<file path="config.mk">
export PLATFORM = sky130hd
export DESIGN_NAME = pixel_frame_ctrl
export DESIGN_NICKNAME = d
export VERILOG_FILES = /design/src/rtl/pixel_frame_ctrl.sv
export SDC_FILE = /design/constraint.sdc
export NUM_CORES = 1
export LEC_CHECK = 0
export BUFFER_PORTS_ARGS = -buffer_cell sky130_fd_sc_hd__buf_2
export CAP_MARGIN = 10
export CORE_UTILIZATION = 45
export DETAILED_ROUTE_END_ITERATION = 8
export PLACE_DENSITY = 0.65
export SYNTH_ARGS = -nofsm -noshare
export SYNTH_HDL_FRONTEND = slang
export SYNTH_SLANG_ARGS = --single-unit
</file>
<file path="constraint.sdc">
create_clock -name clk -period 3.37 [get_ports clk]
set_input_delay 0.674 -clock clk [delete_from_list [all_inputs] [get_ports clk]]
set_output_delay 0.674 -clock clk [all_outputs]
set_load 0.03 [all_outputs]
</file>
<file path="src/rtl/pixel_frame_ctrl.sv">
// -----------------------------------------------------------------------------
// pixel_frame_ctrl
//
// Frame sequencer for the 2x2 pixel sensor. Steps one frame through erase,
// expose and ADC-ramp convert phases. It then selects each pixel row in turn
// and captures the two column buses. Each captured row is presented on a
// valid/ready stream.
//
// Parameters
//   ERASE_CYCLES   cycles erase is held high (1..65535)
//   EXPOSE_CYCLES  cycles expose is held high (1..65535)
//   DATA_W         ADC code width; convert lasts 2**DATA_W cycles
//
// Build option
//   GRAY_CODE_EN   when defined, the ramp on data is Gray coded instead of binary
//
// Ports
//   clk          system clock, rising edge
//   reset        asynchronous active-low reset
//   start        one-cycle frame request, honoured only in IDLE
//   busy         high outside IDLE
//   erase        pixel erase (anaReset)
//   expose       exposure window
//   convert      ADC ramp window
//   read1/read2  row 1 / row 2 drive the column buses
//   data         ADC ramp code, 0 outside convert
//   col1_in      column 1 bus
//   col2_in      column 2 bus
//   out_pixel    captured row {col2, col1}
//   out_row      0 = row 1, 1 = row 2
//   out_valid    out_pixel/out_row valid
//   out_ready    consumer ready
//   frame_done   one-cycle pulse in the final state of a frame
// -----------------------------------------------------------------------------
module pixel_frame_ctrl #(
  parameter int ERASE_CYCLES  = 5,
  parameter int EXPOSE_CYCLES = 255,
  parameter int DATA_W        = 8
) (
  input  logic                  clk,
  input  logic                  reset,
  input  logic                  start,
  output logic                  busy,
  output logic                  erase,
  output logic                  expose,
  output logic                  convert,
  output logic                  read1,
  output logic                  read2,
  output logic [DATA_W-1:0]     data,
  input  logic [DATA_W-1:0]     col1_in,
  input  logic [DATA_W-1:0]     col2_in,
  output logic [2*DATA_W-1:0]   out_pixel,
  output logic                  out_row,
  output logic                  out_valid,
  input  logic                  out_ready,
  output logic                  frame_done
);

  typedef enum logic [3:0] {
    IDLE,
    ERASE,
    EXPOSE,
    CONVERT,
    R1_SET,
    R1_OUT,
    R2_SET,
    R2_OUT,
    DONE
  } state_e;

  localparam logic [15:0]     ERASE_LAST  = 16'(ERASE_CYCLES - 1);
  localparam logic [15:0]     EXPOSE_LAST = 16'(EXPOSE_CYCLES - 1);
  // The extra MSB keeps the terminal ramp count distinct from a wrapped zero.
  localparam logic [DATA_W:0] CONV_LAST   = {1'b0, {DATA_W{1'b1}}};

  state_e                state_q, state_d;
  logic [15:0]           phase_cnt_q, phase_cnt_d;
  logic [DATA_W:0]       conv_cnt_q, conv_cnt_d;

  logic                  busy_q, busy_d;
  logic                  erase_q, erase_d;
  logic                  expose_q, expose_d;
  logic                  convert_q, convert_d;
  logic                  read1_q, read1_d;
  logic                  read2_q, read2_d;
  logic [DATA_W-1:0]     data_q, data_d;
  logic [2*DATA_W-1:0]   out_pixel_q, out_pixel_d;
  logic                  out_row_q, out_row_d;
  logic                  out_valid_q, out_valid_d;
  logic                  frame_done_q, frame_done_d;

  logic                  handshake;
  logic [DATA_W-1:0]     ramp_bin;

  assign handshake = out_valid_q & out_ready;

  // ---------------------------------------------------------------------------
  // State register
  // ---------------------------------------------------------------------------
  // NOTE: sequential state is assigned with <= so that every flop samples the
  // pre-edge values of the others, independent of statement order.
  always_ff @(posedge clk or negedge reset) begin
    if (!reset) begin
      state_q <= IDLE;
    end else begin
      state_q <= state_d;
    end
  end

  // ---------------------------------------------------------------------------
  // Next-state logic
  // ---------------------------------------------------------------------------
  // NOTE: state_d takes a default before the case so that no path leaves it
  // unassigned, which would otherwise infer a latch.
  always_comb begin
    state_d = state_q;
    case (state_q)
      IDLE:    if (start)                      state_d = ERASE;
      ERASE:   if (phase_cnt_q == ERASE_LAST)  state_d = EXPOSE;
      EXPOSE:  if (phase_cnt_q == EXPOSE_LAST) state_d = CONVERT;
      CONVERT: if (conv_cnt_q == CONV_LAST)    state_d = R1_SET;
      R1_SET:                                  state_d = R1_OUT;
      R1_OUT:  if (handshake)                  state_d = R2_SET;
      R2_SET:                                  state_d = R2_OUT;
      R2_OUT:  if (handshake)                  state_d = DONE;
      DONE:                                    state_d = IDLE;
      default:                                 state_d = IDLE;
    endcase
  end

  // ---------------------------------------------------------------------------
  // Output and datapath next-state logic. The outputs are registered, so they
  // are decoded from state_d and line up with the state they describe.
  // ---------------------------------------------------------------------------
  always_comb begin
    phase_cnt_d  = 16'd0;
    conv_cnt_d   = '0;
    ramp_bin     = '0;
    data_d       = '0;
    out_pixel_d  = out_pixel_q;
    out_row_d    = out_row_q;
    out_valid_d  = out_valid_q;

    busy_d       = (state_d != IDLE);
    erase_d      = (state_d == ERASE);
    expose_d     = (state_d == EXPOSE);
    convert_d    = (state_d == CONVERT);
    read1_d      = (state_d == R1_SET) || (state_d == R1_OUT);
    read2_d      = (state_d == R2_SET) || (state_d == R2_OUT);
    frame_done_d = (state_d == DONE);

    // Phase counter restarts on every entry into ERASE or EXPOSE.
    if ((state_d == ERASE || state_d == EXPOSE) && (state_d == state_q)) begin
      phase_cnt_d = phase_cnt_q + 16'd1;
    end

    // The ramp starts at 0 on entry and counts once per cycle.
    if (state_d == CONVERT) begin
      if (state_q == CONVERT) begin
        conv_cnt_d = conv_cnt_q + 1'b1;
      end
      ramp_bin = conv_cnt_d[DATA_W-1:0];
`ifdef GRAY_CODE_EN
      data_d = ramp_bin ^ (ramp_bin >> 1);
`else
      data_d = ramp_bin;
`endif
    end

    // Column buses have settled after the SET cycle; capture on its exit edge.
    case (state_q)
      R1_SET: begin
        out_pixel_d = {col2_in, col1_in};
        out_row_d   = 1'b0;
        out_valid_d = 1'b1;
      end
      R2_SET: begin
        out_pixel_d = {col2_in, col1_in};
        out_row_d   = 1'b1;
        out_valid_d = 1'b1;
      end
      R1_OUT, R2_OUT: begin
        if (handshake) begin
          out_valid_d = 1'b0;
        end
      end
      default: ;
    endcase
  end

  // ---------------------------------------------------------------------------
  // Output and datapath registers
  // ---------------------------------------------------------------------------
  always_ff @(posedge clk or negedge reset) begin
    if (!reset) begin
      phase_cnt_q  <= 16'd0;
      conv_cnt_q   <= '0;
      busy_q       <= 1'b0;
      erase_q      <= 1'b0;
      expose_q     <= 1'b0;
      convert_q    <= 1'b0;
      read1_q      <= 1'b0;
      read2_q      <= 1'b0;
      data_q       <= '0;
      out_pixel_q  <= '0;
      out_row_q    <= 1'b0;
      out_valid_q  <= 1'b0;
      frame_done_q <= 1'b0;
    end else begin
      phase_cnt_q  <= phase_cnt_d;
      conv_cnt_q   <= conv_cnt_d;
      busy_q       <= busy_d;
      erase_q      <= erase_d;
      expose_q     <= expose_d;
      convert_q    <= convert_d;
      read1_q      <= read1_d;
      read2_q      <= read2_d;
      data_q       <= data_d;
      out_pixel_q  <= out_pixel_d;
      out_row_q    <= out_row_d;
      out_valid_q  <= out_valid_d;
      frame_done_q <= frame_done_d;
    end
  end

  assign busy       = busy_q;
  assign erase      = erase_q;
  assign expose     = expose_q;
  assign convert    = convert_q;
  assign read1      = read1_q;
  assign read2      = read2_q;
  assign data       = data_q;
  assign out_pixel  = out_pixel_q;
  assign out_row    = out_row_q;
  assign out_valid  = out_valid_q;
  assign frame_done = frame_done_q;

endmodule

</file>
## Word-level counts from Yosys, hierarchy flattened

Cells that the tools add are included.
W data, S select, Z words.

| word-level totals | value |
|---|---|
| bits of input ports | 20 |
| output and inout bits | 33 |
| bits in read-only memories | 0 |
| memories | 0 |
| flip-flop bits (word level) | 62 |
| bits in latches | 0 |
| word-level logic and storage cells | 62 |
| bits in writable memories | 0 |

| operators by class | value |
|---|---|
| shifts and indexed selects | 0 |
| div/mod/pow operators | 0 |
| bitwise operators | 1 |
| equality and inequality tests | 20 |
| reductions and logical operators | 11 |
| add/sub/neg operators | 2 |
| multiplexer cells | 14 |
| multiply operators | 0 |
| $lt $le $gt $ge | 0 |

Operator list:

| operator | count |
|---|---|
| $eq A4 B3 Y1 const B | 8 |
| $pmux W4 S8 | 1 |
| $mux W4 | 6 |
| $mux W9 | 2 |
| $add A16 B1 Y16 const B | 1 |
| $eq A16 B3 Y1 const B | 1 |
| $eq A16 B8 Y1 const B | 1 |
| $eq A4 B2 Y1 const B | 4 |
| $mux W16 | 1 |
| $add A9 B1 Y9 const B | 1 |
| $eq A9 B8 Y1 const B | 1 |
| $eq A4 B1 Y1 const B | 2 |
| $mux W8 | 1 |
| $eq A4 B4 Y1 | 1 |
| $eq A4 B4 Y1 const B | 1 |
| $logic_not A4 Y1 | 1 |
| $pmux W1 S2 | 2 |
| $reduce_bool A2 Y1 | 2 |
| $reduce_bool A4 Y1 | 1 |
| $reduce_or A2 Y1 | 2 |
| $logic_or A1 B1 Y1 | 3 |
| $ne A2 B2 Y1 const B | 1 |
| $reduce_and A2 Y1 | 1 |
| $and A1 B1 Y1 | 1 |
| other kinds (2) | 2 |

## Depth between registers and ports, before layout

| logic depth | value |
|---|---|
| word-level depth | 7 |
| depth in mapped cells | 12 |
| gate-level depth less buffers | 11 |

## Worst setup path after synthesis

Ideal clock, no wire load.

| timing | value |
|---|---|
| path kind | reg2reg |
| from | reg data[0] (netlist name) |
| to | reg phase_cnt_q[13] |
| buffers on the path | 1 |
| clock period less this slack | 2.519 ns |
| setup slack | 0.851 ns |
| setup time | 0.120 ns |
| data arrival time | 2.399 ns |
| required time | 3.250 ns |
| cell stages (with the launch flop) | 12 |
| path through | dfrtp_1 -> ha_1 -> nand3_1 -> nor2_1 -> and3_1 -> ha_1 -> or4_4 -> o211ai_1 -> a21oi_1 -> nor2_1 -> buf_6 -> nor3_2 |

RTL lines:

| item | line | source |
|---|---|---|
| end signal: assignment | 210 | `phase_cnt_q <= phase_cnt_d;` |
| end: declaration | 77 | `logic [15:0] phase_cnt_q, phase_cnt_d;` |

==> results_dict.tcl <==
set metrics [dict create \
    path_cells "ha_1 -> nand3_1 -> nor2_1 -> and3_1 -> ha_1 -> or4_4 -> nand2_1 -> or3_4 -> xnor2_4 -> nor4_1" \
    rrSetupSlack_ns 0.62 \
    core_um2 5640 \
    drt_iter0_drc 128 \
    syn_avg_cell_area_um2 11.4 \
    setup_viol 0 \
    antenna_left 0 \
    cts_root_buf "clkbuf_8" \
    gr-usage-all-layers_pct 17.1 \
    drtPass1Iterations 4 \
    post_cts_buffers 0 \
    mostFrequentLayoutCell "dfrtp_1" \
    required_ns 3.53 \
    hold_class "input port to async pin" \
    cp-start-kind "flip-flop" \
    tightest_slew_ns 0.819 \
    power_uw 1100 \
    finalWorstPathRequiredPeriod_ns 2.75 \
    post_cts_resized 0 \
    stdcell_count 357 \
    post-route-period-util_pct 81.7 \
    max_stage_delay_ns 0.51 \
    worst_path_most_repeated_cell "ha_1" \
    dp_cells 349 \
    hpwl_mm 3.42 \
    crit_path_max_fanout 16 \
    synth_area_um2 2690 \
    layout_setup_ws_ns 0.615 \
    cellPowerDensity_nw_per_um2 361 \
    worstPathArrival_ns 2.91 \
    antenna_found_initial 0 \
    cts_made_buffers 5 \
    syn_nets 261 \
    gp_congestion 0.803 \
    wl_per_cell_um 13.1 \
    synth.distinct_cells 39 \
    yosysSeqAreaShare_pct 50.2 \
    die_y_um 79.3 \
    fmax_mhz 363 \
    port-buffer-count 52 \
    reg2reg_depth 10 \
    yosys_register_bits 54 \
    dp_slack_ns 0.611 \
    fin_skew_ns 0.00751 \
    run_status "completed" \
    placementRows 27 \
    clkSinkCount 54 \
    drc 0 \
    io_pins 53 \
    grt_pass1_wl_mm 8.34 \
    hold_buffers 0 \
    crit_path_top_delay_cell "xnor2_4" \
    finalSetupTns_ns 0 \
    diodes 0 \
    fin_util_pct 54.0 \
    drv_slew 0 \
    report.final.hold_viol_count 0 \
    vias 1797 \
    clkLatencyLatePin_ns 0.30 \
    vias_per_cell 5.03 \
    synth_cells 236 \
    dieWidth_um 79.3 \
    crit_buf_inv 0 \
    area_growth_pct 13.2 \
    leakage_uw 0.00149 \
    drive_gt1_share_pct 35.4 \
    clk_path_buf_depth 2 \
    cts_tree "built" \
    crit_family "simple AND/OR/NAND/NOR gates" \
    grt_max_degree 39 \
    slew_headroom_pct 45.4 \
    worstReg2RegStart "data[0]" \
    ys_warn_count 0 \
    path_clk_slew_ns 0.09 \
    wirelength_mm 4.69 \
    grt-ovfl-total 0 \
    critPathCaptureType "flip-flop" \
    fillCellCount 507 \
    final_cell_mix "dfrtp_1 (54), buf_2 (52), nand2_1 (25)" \
    grt_pass1_vias 1779 \
    fin_nets 309 \
    initial_core_util_pct 47.7 \
    die_area_um2 6290 \
    peakVddDrop_v 0.000159 \
    h-tree-depth 2 \
    reg2reg_to "phase_cnt_q[10]" \
    drv_cap 0 \
    rsz0062_at_grt "false" \
    path_class "flip-flop to flip-flop" \
]
## sequential cells by signal, summed over array words and instances (netlist names)
| name | flops |
|---|---|
| read1 | 1 |
| conv_cnt_q | 2 |
| convert | 1 |
| data | 7 |
| busy | 1 |
| read2 | 1 |
| out_pixel | 16 |
| erase | 1 |
| state_q | 4 |
| out_valid | 1 |
| out_row | 1 |
| frame_done | 1 |
| phase_cnt_q | 16 |
| expose | 1 |
## cell usage after synthesis, drive strengths merged
master  count  share of area, %
or4         1              0.42
xnor2      14               5.3
o21ai       3              0.56
and3        4              0.93
nor3b       1              0.28
and2        2              0.51
nor2       18               2.5
a21o        2              0.56
a21bo       1              0.37
clkbuf      7               2.1
a32o        1              0.42
inv         8               1.1
nand3b      1              0.28
nand2      25               3.5
nor3       14               4.5
dfrtp      54                50
a32oi       1              0.33
a21oi       2              0.37
a41oi       1              0.33
ha          5               2.3
nand4       6               1.4
nor2b       4              0.93
or2         1              0.23
xor2        8               2.6
o211ai      1              0.28
mux2       18               7.5
or3         1              0.42
nand3       9               1.7
and4        4               1.3
buf        10               3.4
nor4        7               2.7
nor4b       2              0.65
## through the flow
stage	area, µm²	hold WS, ns
after floorplan	2690	0.378
after global placement	2940	0.480
after detailed placement	2940	0.489
after CTS	3040	0.487
after global routing	3040	0.522
final	3040	0.453
## worst max-delay path by stage
| stage | startpoint | endpoint | slack (ns) | cells after the start |
|---|---|---|---|---|
| 6_report | data[0] | phase_cnt_q[10] | 0.62 | 10 |
| 3_5_place_dp | data[0] | phase_cnt_q[10] | 0.61 | 10 |
| 5_1_grt | data[0] | phase_cnt_q[9] | 0.44 | 10 |
| 2_1_floorplan | data[0] | phase_cnt_q[13] | 0.85 | 11 |
| 4_1_cts | data[0] | phase_cnt_q[10] | 0.59 | 10 |
| 3_3_place_gp | data[0] | phase_cnt_q[14] | 0.69 | 10 |
## kinds of logic after synthesis
family,after synthesis,synth area share [%]
AOI/OAI and AO/OA,12,3.21
xor gates and xnor gates,22,7.86
adders and majority gates,5,2.33
buffers and inverters,25,6.60
DFF,54,50.2
muxes,18,7.53
and+or+nand+nor,100,22.2
## layer usage
layer | global-route usage, % | share of wire (%) | up-vias | routed length (µm)
li1 | - | - | 904 | -
met1 | 23.3 | 49 | 853 | 2310
met2 | 26.7 | 46 | 31 | 2160
met3 | 3.45 | 2.8 | 9 | 132
met4 | 6.55 | 1.9 | 0 | 90
met5 | 0 | 0 | - | 0
## worst reg2reg max path, stage by stage, from the launching register on
cell and delay, ns:
dfrtp_1 0.40, ha_1 0.21, nand3_1 0.12, nor2_1 0.18, and3_1 0.18, ha_1 0.20, or4_4 0.22, nand2_1 0.06
or3_4 0.40, xnor2_4 0.51, nor4_1 0.14
## area by class of cell
class / instances / area, µm² / share of cell area, %
Timing Repair Buffer: 58 / 305 / 10.0
Inverter: 8 / 30.0 / 0.986
Multi-Input combinational cell: 157 / 1160 / 38.1
Tap cell: 72 / 90.1 / 2.96
Clock inverter: 1 / 30.0 / 0.986
Sequential cell: 54 / 1350 / 44.4
Clock buffer: 7 / 76.3 / 2.51
## power breakdown
part	leakage, µW	switching [µW]	internal (µW)
combinational	0.000706	15.1	9.31
sequential	0.000729	0	647
clock	0.0000524	203	223
total	0.00149	218	879
Power figures use the tool's default switching activity.
